File: config.mk
export PLATFORM = sky130hd
export DESIGN_NAME = cam_fill_ctrl
export DESIGN_NICKNAME = d
export VERILOG_FILES = /design/src/rtl/cam_pkg.sv /design/src/rtl/cam_fill_ctrl_free_pick.sv /design/src/rtl/cam_fill_ctrl.sv
export SDC_FILE = /design/constraint.sdc
export NUM_CORES = 1
export LEC_CHECK = 0
export CORE_MARGIN = 2
export CORE_UTILIZATION = 50
export CTS_CLUSTER_SIZE = 25
export DETAILED_ROUTE_END_ITERATION = 7
export DONT_BUFFER_PORTS = 1
export GPL_ROUTABILITY_DRIVEN = 0
export PLACE_DENSITY = 0.64
export REMOVE_ABC_BUFFERS = 1
export SLEW_MARGIN = 20
export SYNTH_ARGS = -nofsm -noshare
export SYNTH_HDL_FRONTEND = slang
export SYNTH_SLANG_ARGS = --single-unit
File: constraint.sdc
create_clock -name clk -period 1.67 [get_ports clk]
set_clock_uncertainty 0.15 [all_clocks]
set_input_delay 0.334 -clock clk [delete_from_list [all_inputs] [get_ports clk]]
set_output_delay 0.334 -clock clk [all_outputs]
set_load 0.01 [all_outputs]
File: src/rtl/cam_pkg.sv
`default_nettype none
// ============================================================================
// Module   : cam_pkg
// Brief    : Shared types and default geometry for the cam2 fill controller.
// Revision : 1.0 - initial release
// ============================================================================
package cam_pkg;

    localparam int C_BITS   = 8;
    localparam int C_TAG_SZ = 8;
    localparam int C_WORDS  = 8;

    typedef enum logic {
        CAM_INSERT = 1'b0,
        CAM_INVAL  = 1'b1
    } cam_op_t;

    typedef enum logic [1:0] {
        ST_OK   = 2'b00,
        ST_DUP  = 2'b01,
        ST_FULL = 2'b10
    } cam_status_t;

    typedef enum logic [1:0] {
        IDLE   = 2'd0,
        LOOKUP = 2'd1,
        WRITE  = 2'd2,
        RESP   = 2'd3
    } fill_state_t;

endpackage
`default_nettype wire

File: src/rtl/cam_fill_ctrl_free_pick.sv
`default_nettype none
// ============================================================================
// Module   : cam_free_pick
// Brief    : Combinational priority encoder returning the lowest clear bit.
// Revision : 1.0 - initial release
// ============================================================================
module cam_free_pick
    import cam_pkg::*;
#(
    parameter int WORDS = C_WORDS
) (
    input  logic [WORDS-1:0]         bitmap,
    output logic [$clog2(WORDS)-1:0] idx,
    output logic                     none_free
);

    localparam int AW = $clog2(WORDS);

    // Scan from the top down so the last hit, the lowest index, wins.
    always_comb begin
        idx       = '0;
        none_free = 1'b1;
        for (int i = WORDS - 1; i >= 0; i--) begin
            if (!bitmap[i]) begin
                idx       = AW'(i);
                none_free = 1'b0;
            end
        end
    end

endmodule
`default_nettype wire

File: src/rtl/cam_fill_ctrl.sv
`default_nettype none
// ============================================================================
// Module   : cam_fill_ctrl
// Brief    : Write-side controller for cam2: lowest-free-slot insert and
//            invalidate with a shadow valid bitmap.
// Options  : CAM_FILL_DUP_CHECK_EN - look the tag up first, reject duplicates.
// Revision : 1.0 - initial release
// ============================================================================
module cam_fill_ctrl
    import cam_pkg::*;
#(
    parameter int BITS   = C_BITS,
    parameter int TAG_SZ = C_TAG_SZ,
    parameter int WORDS  = C_WORDS
) (
    input  logic                       clk,
    input  logic                       rst_,
    input  logic                       req_valid,
    output logic                       req_ready,
    input  logic                       req_op,
    input  logic [TAG_SZ-1:0]          req_tag,
    input  logic [BITS-1:0]            req_data,
    input  logic [$clog2(WORDS)-1:0]   req_addr,
    output logic                       rsp_valid,
    output logic [1:0]                 rsp_status,
    output logic [$clog2(WORDS)-1:0]   rsp_addr,
    output logic                       cam_write_,
    output logic [$clog2(WORDS)-1:0]   cam_w_addr,
    output logic [BITS-1:0]            cam_wdata,
    output logic [TAG_SZ-1:0]          cam_new_tag,
    output logic                       cam_new_valid,
    output logic                       cam_read,
    output logic [TAG_SZ-1:0]          cam_check_tag,
    input  logic                       cam_found_it,
    output logic                       full,
    output logic [$clog2(WORDS+1)-1:0] count
);

    localparam int              AW         = $clog2(WORDS);
    localparam int              CW         = $clog2(WORDS + 1);
    localparam logic [CW-1:0]   C_CNT_ONE  = CW'(1);
    localparam logic [CW-1:0]   C_CNT_FULL = CW'(WORDS);

    fill_state_t      r_state;
    logic [WORDS-1:0] r_bitmap;
    logic [AW-1:0]    w_free_idx;
    logic             w_none_free;
    logic             w_unused;

`ifdef CAM_FILL_DUP_CHECK_EN
    logic [TAG_SZ-1:0] r_tag;
    logic [BITS-1:0]   r_data;
    assign w_unused = w_none_free;
`else
    assign w_unused = w_none_free ^ cam_found_it;
`endif

    cam_free_pick #(
        .WORDS (WORDS)
    ) u_free_pick (
        .bitmap    (r_bitmap),
        .idx       (w_free_idx),
        .none_free (w_none_free)
    );

    always_ff @(posedge clk or negedge rst_) begin
        if (!rst_) begin
            r_state       <= IDLE;
            r_bitmap      <= '0;
            count         <= '0;
            full          <= 1'b0;
            req_ready     <= 1'b0;
            rsp_valid     <= 1'b0;
            rsp_status    <= ST_OK;
            rsp_addr      <= '0;
            cam_write_    <= 1'b1;
            cam_w_addr    <= '0;
            cam_wdata     <= '0;
            cam_new_tag   <= '0;
            cam_new_valid <= 1'b0;
            cam_read      <= 1'b0;
            cam_check_tag <= '0;
`ifdef CAM_FILL_DUP_CHECK_EN
            r_tag         <= '0;
            r_data        <= '0;
`endif
        end else begin
            // Port outputs are strobes of the state being entered; park them by default.
            rsp_valid     <= 1'b0;
            rsp_status    <= ST_OK;
            rsp_addr      <= '0;
            cam_write_    <= 1'b1;
            cam_w_addr    <= '0;
            cam_wdata     <= '0;
            cam_new_tag   <= '0;
            cam_new_valid <= 1'b0;
            cam_read      <= 1'b0;
            cam_check_tag <= '0;

            case (r_state)
                IDLE: begin
                    req_ready <= 1'b1;
                    if (req_valid && req_ready) begin
                        req_ready <= 1'b0;
                        if (req_op == CAM_INVAL) begin
                            r_state    <= WRITE;
                            cam_write_ <= 1'b0;
                            cam_w_addr <= req_addr;
`ifdef CAM_FILL_DUP_CHECK_EN
                        end else begin
                            r_state       <= LOOKUP;
                            r_tag         <= req_tag;
                            r_data        <= req_data;
                            cam_read      <= 1'b1;
                            cam_check_tag <= req_tag;
                        end
`else
                        end else if (full) begin
                            r_state    <= RESP;
                            rsp_valid  <= 1'b1;
                            rsp_status <= ST_FULL;
                        end else begin
                            r_state       <= WRITE;
                            cam_write_    <= 1'b0;
                            cam_w_addr    <= w_free_idx;
                            cam_wdata     <= req_data;
                            cam_new_tag   <= req_tag;
                            cam_new_valid <= 1'b1;
                        end
`endif
                    end
                end
`ifdef CAM_FILL_DUP_CHECK_EN
                LOOKUP: begin
                    if (cam_found_it) begin
                        r_state    <= RESP;
                        rsp_valid  <= 1'b1;
                        rsp_status <= ST_DUP;
                    end else if (full) begin
                        r_state    <= RESP;
                        rsp_valid  <= 1'b1;
                        rsp_status <= ST_FULL;
                    end else begin
                        r_state       <= WRITE;
                        cam_write_    <= 1'b0;
                        cam_w_addr    <= w_free_idx;
                        cam_wdata     <= r_data;
                        cam_new_tag   <= r_tag;
                        cam_new_valid <= 1'b1;
                    end
                end
`endif
                WRITE: begin
                    // Clearing an already-free slot leaves count alone.
                    if (cam_new_valid) begin
                        r_bitmap[cam_w_addr] <= 1'b1;
                        count                <= count + C_CNT_ONE;
                        full                 <= ((count + C_CNT_ONE) == C_CNT_FULL);
                    end else if (r_bitmap[cam_w_addr]) begin
                        r_bitmap[cam_w_addr] <= 1'b0;
                        count                <= count - C_CNT_ONE;
                        full                 <= 1'b0;
                    end
                    r_state    <= RESP;
                    rsp_valid  <= 1'b1;
                    rsp_status <= ST_OK;
                    rsp_addr   <= cam_w_addr;
                end
                RESP: begin
                    r_state   <= IDLE;
                    req_ready <= 1'b1;
                end
                default: begin
                    r_state   <= IDLE;
                    req_ready <= 1'b0;
                end
            endcase
        end
    end

endmodule
`default_nettype wire

; ---- Yosys cells after proc, flatten, opt, wreduce, memory -nomap -nowiden
; Index checks and enable logic that the tools add are counted.
[totals]
regBits = 43
input_bits = 24
out_inout_bits = 42
word_cells = 80
[classes]
add_sub_neg = 2
n_lt_le_gt_ge = 2
n_eq_ne = 4
n_mux = 51
bitwise = 3
n_reduce_logical = 5
[op_table]
columns = cell, n
row1 = $mux 8, 10
row2 = $mux 3, 13
row3 = $mux 1, 16
row4 = $mux 2, 5
row5 = $and 8x8->8, 1
row6 = $mux 4, 2
row7 = $not 8->8, 1
row8 = $or 8x8->8, 1
row9 = $add 4x1->4 const B, 1
row10 = $eq 2x2->1 const B, 2
row11 = $eq 4x4->1 const B, 1
row12 = $lt 3x4->1 const B, 1
row13 = $pmux 2 s2, 1
row14 = $sub 4x1->4 const B, 1
row15 = $bmux 1 s3, 1
row16 = $demux 1 s3, 1
row17 = $ge 3x1->1 const B, 1
row18 = $pmux 1 s3, 1
row19 = $logic_and 1x1->1, 2
row20 = $logic_not 2->1, 1
row21 = $ne 2x2->1 const B, 1
row22 = $pmux 1 s2, 1
row23 = $reduce_and 2->1, 1
row24 = $reduce_bool 2->1, 1

; ---- Logic depth before layout (Yosys ltp)
[depth]
depth_word = 12
ltp_mapped = 7
depth_no_buf = 6

; ---- By module
; Synthesis repeated with hierarchy kept, for this count alone.
[unflattened]
hier_cells = 173
hier_area_um2 = 1950.6
[modules_own_cells]
columns = mod, n_inst, cells_each, area_each_um2, seq_area_each_um2
row1 = cam_fill_ctrl, 1, 160, 1875.5, 1052.3
row2 = cam_free_pick, 1, 13, 75.1, 0.0

; ---- Worst setup path before layout
; OpenSTA, ideal clock, no wires.
[synth_path]
kind = register to register
start = register cam_w_addr[0]
end = register count[2]
setup_time_ns = 0.130
t_arrival_ns = 1.522
required_ns = 1.390
setup_slack_ns = -0.131
stages_incl_launch_ff = 6
n_path_buf = 0
period_less_slack_ns = 1.801
path_cell_list = dfrtp_1 mux2_2 a222oi_1 a21bo_2 nor2_1 xor2_1
[synth_between]
elab_chain_cells = 4
[synth_rtl]
columns = element, line
row1 = start: declaration, cam_fill_ctrl.sv:28  ; output logic [$clog2(WORDS)-1:0] cam_w_addr,
row2 = start signal: assignment, cam_fill_ctrl.sv:108  ; cam_w_addr <= req_addr;
row3 = start signal: assignment, cam_fill_ctrl.sv:125  ; cam_w_addr <= w_free_idx;
row4 = $bmux 1 s3, cam_fill_ctrl.sv:159  ; end else if (r_bitmap[cam_w_addr]) begin
row5 = $mux 1 (implied by the code), cam_fill_ctrl.sv:159
row6 = $reduce_bool 2->1 (no source line), n/a
row7 = $reduce_and 2->1 (no source line), n/a
row8 = end signal: assignment, cam_fill_ctrl.sv:157  ; count <= count + C_CNT_ONE;
row9 = end signal: assignment, cam_fill_ctrl.sv:161  ; count <= count - C_CNT_ONE;
row10 = end: declaration, cam_fill_ctrl.sv:36  ; output logic [$clog2(WORDS+1)-1:0] count
; Every way passes these cells. The select of a mux whose other input is x is not followed.
; A chain may end at the register's enable or synchronous reset.

; ---- Final worst setup path
[layout_path]
start = register cam_w_addr[0]
end = register count[3]
; Same word-level chain as after synthesis.

==> summary by stage <==
Global routing
The remaining global-route overflow is 0. The maximum number of pins on one net before global-route repair is 43. The initial antenna violation count is 0. The first-pass GRT wire length is 5830 um. In the global route stage, overall resource usage came out at 18.4%. The via count of the first global-routing pass is 1255.

Synth
In the synthesized netlist, the number of instances is 165. The dominant cell by count in the synthesized netlist is dfrtp_1. Yosys printed 0 warnings. The library cell with the largest summed area after synthesis is dfrtp_1. The cell area after synthesis is 0.00188 sq mm. Ranked by instance count, the synthesized netlist is headed by 41 x dfrtp_1, 20 x and2_1, 12 x nand2_1, 10 x buf_4, 10 x mux2_2. Yosys mapped the design onto 36 distinct sky130hd cell types.

The average cell area after synthesis is 11.4 sq um. The synthesized design contains 42 register bits. Summed over its instances, the top area cell type makes up 54.6% of the synthesized netlist area. After synthesis, flip-flops and latches occupy 56.0% of the total area.

Sorting the synthesized cells by area gives the leading types as dfrtp_1 55%, and2_1 6.7%, mux2_2 6.0%. Counting flops with a built-in enable in the synthesized netlist gives 0. For this run, the leading register cell type out of synthesis is dfrtp_1. The async set-or-reset flop fraction in the synthesized netlist is 100%.

Power
Sequential cells burn 46.4% of the power. Cell internal power was estimated by the tool at 1820 uW. In this run switching power makes up 33.1% of total power. In this run the power density over the cells is 1180 mW/mm^2. The part of the power in the clock network is 24.3%.

The leakage power total is 0.00110 uW. The analysis attributes to net switching a power of 900 uW. The worst vdd rail ir drop is 750 uV.

The part of the total power dissipated in combinational logic is 29.2%.

Clocking
Buffers inserted during clock tree synthesis total 5. After clock tree synthesis, the clock-pin slew on the worst setup and hold paths is 0.09 ns. For this design, the sink count on the clock tree is 42.

TritonCTS built the clock tree. The master cell of the clock root buffer is clkbuf_8. The H-tree generated during clock tree synthesis spans 2 levels. The deepest clock path buffer count is 2. The clock latency of the later-clocked register in the worst-skew pair is 0.30 ns.

Routing
The first-pass iteration count of the detailed router is 4. The detailed-route via count is 1265. The routed design has 3820 um of wire. Dividing the detail-routed wire length by the instance count gives 15.5 um. The post-route antenna net violation count is 0. The detailed router finished its first iteration with 87 violations.

In the routed layout, each cell is associated on average with a via count of 5.14. After detailed routing, the number of remaining DRC violations is 0.

Placed design
The number of port buffers is 0. The cell count after placement is 228. The final HPWL from detailed placement is 2610 um.

The worst setup slack after placement is -0.161 ns.

Layout
The final standard cell count with taps included and fillers excluded is 246. The repair_antennas step left the layout with diodes totalling 0. The share of cells above drive strength 1 is 28.8%. For this run, the post-layout net count is 227.

Fill cells in the final layout number 311. Relative to the synthesized area, the layout overhead comes to 22.1%. The final design utilization is 63.2%.

Timing
Hold timing on the final database bottoms out at a slack of 0.00725 ns. The count of final setup violators is 5. The max-slew violation count was 0.

The number of hold violations in the final report is 0. Summed over all failing endpoints, the final setup total negative slack is -0.607 ns. The maximum clock frequency is 546 MHz.

The share of the clock period used by the worst path is 110%. Setup repair after global routing could not meet its margin everywhere. Setup slack on the critical path of the routed design comes to -0.161 ns. The smallest clock period supported by the final layout is computed as 1.83 ns.

Floorplanning
The floorplan core area is 0.00363 sq mm. For this design the top-level I/O count stands at 66. The die outline area is 0.00427 sq mm.

From bottom edge to top edge, the die measures 65.3 um. The floorplan has 22 rows. The initial utilization of the core area, before any placement, comes to 51.8%. In this run the horizontal extent of the chip is 65.3 um.

Worst setup path
At the worst endpoint, the arrival time is 1.85 ns. The kind of start point of the critical path is a flop. The setup check on the worst reg-to-reg path leaves a slack of -0.16 ns. Data on the critical path is required at its endpoint by 1.69 ns. The largest driver fanout on the critical path is 6. The critical path is of the reg -> reg type. STA classifies the critical path endpoint as a flop.

Flow run
The reported max-cap violation count is 0.

Worst hold path
The worst hold path belongs to the class in -> reg.

Status
The final reports fail on negative setup slack. The flow ran to the end, but the final reports show violations.
==> path summary, 6_finish.rpt <==
path                               startpoint              to  cells past startpoint
worst max-delay path            cam_w_addr[0]        count[3]                      5
worst min-delay path               req_tag[4]  cam_new_tag[4]                      1
worst max register to register  cam_w_addr[0]        count[3]                      5
worst min register to register       count[3]        count[3]                      1
max in group asynchronous                rst_      cam_write_                      2
min in group asynchronous                rst_    cam_wdata[6]                      2
==> worst max-delay path, stage by stage, from the launching register on <==
cell,delay [ns]
dfrtp_2,0.45
mux2_4,0.31
a222oi_1,0.34
a21bo_2,0.28
a21oi_2,0.05
xor2_1,0.14
==> layer usage <==
| metal | vias to the layer above | track usage (%) | wire [um] |
|---|---|---|---|
| met5 | - | 0 | 0 |
| met1 | 621 | 21.6 | 1520 |
| met2 | 43 | 31.8 | 2020 |
| met3 | 7 | 5.82 | 219 |
| met4 | 0 | 6.25 | 54 |
| li1 | 594 | - | - |
==> power groups by stage <==
stage	Clock (uW)	Sequential, uW	Combinational [uW]
2_1_floorplan	0	1310	377
3_3_place_gp	0	1270	631
3_5_place_dp	0	1270	666
4_1_cts	684	1260	710
5_1_grt	732	1280	885
6_report	662	1260	794
==> kinds of logic after synthesis <==
group                      Yosys count  share of synthesized area [%]
and+or+nand+nor                     59                           17.0
DFF                                 42                           56.0
AOI/OAI and AO/OA                   21                           7.32
buffers and inverters               19                           5.85
muxes                               12                           7.32
adders and majority gates            6                           3.99
xor gates and xnor gates             5                           2.33
other                                1                          0.199
==> cell usage in the layout, fill, tap and decap left out, drive strengths merged, types with 7 or more instances in the layout <==
cell type / netlist / final
conb: 1 / 10
nor2: 7 / 7
and2: 20 / 20
mux2: 11 / 11
dfrtp: 41 / 41
nand2: 12 / 12
buf: 11 / 24
==> stage by stage <==
stage | total power [uW] | area, sq um
after floorplan | 1680 | 1820
after global placement | 1900 | 2030
after detailed placement | 1940 | 2030
after CTS | 2650 | 2200
after global routing | 2900 | 2300
final | 2720 | 2300
==> area by class of cell <==
type | count | area (sq um) | area share, %
Multi-Input combinational cell | 113 | 807 | 35.1
Inverter | 5 | 18.8 | 0.817
Timing Repair Buffer | 30 | 264 | 11.5
Clock buffer | 5 | 68.8 | 3.00
Tap cell | 48 | 60.1 | 2.62
Sequential cell | 42 | 1050 | 45.9
Clock inverter | 3 | 23.8 | 1.04
==> what timing repair did <==
| item | 4_1_cts | 5_1_grt |
|---|---|---|
| hold endpoints to repair | 46 | 1 |
| hold buffers | 6 | 1 |
| pin swaps | 3 | 3 |
| setup buffers | 0 | 1 |
| gates resized for setup | 3 | 16 |
| setup endpoints to repair | 5 | 27 |
| cloned | 0 | 2 |
Power figures use the tool's default switching activity.
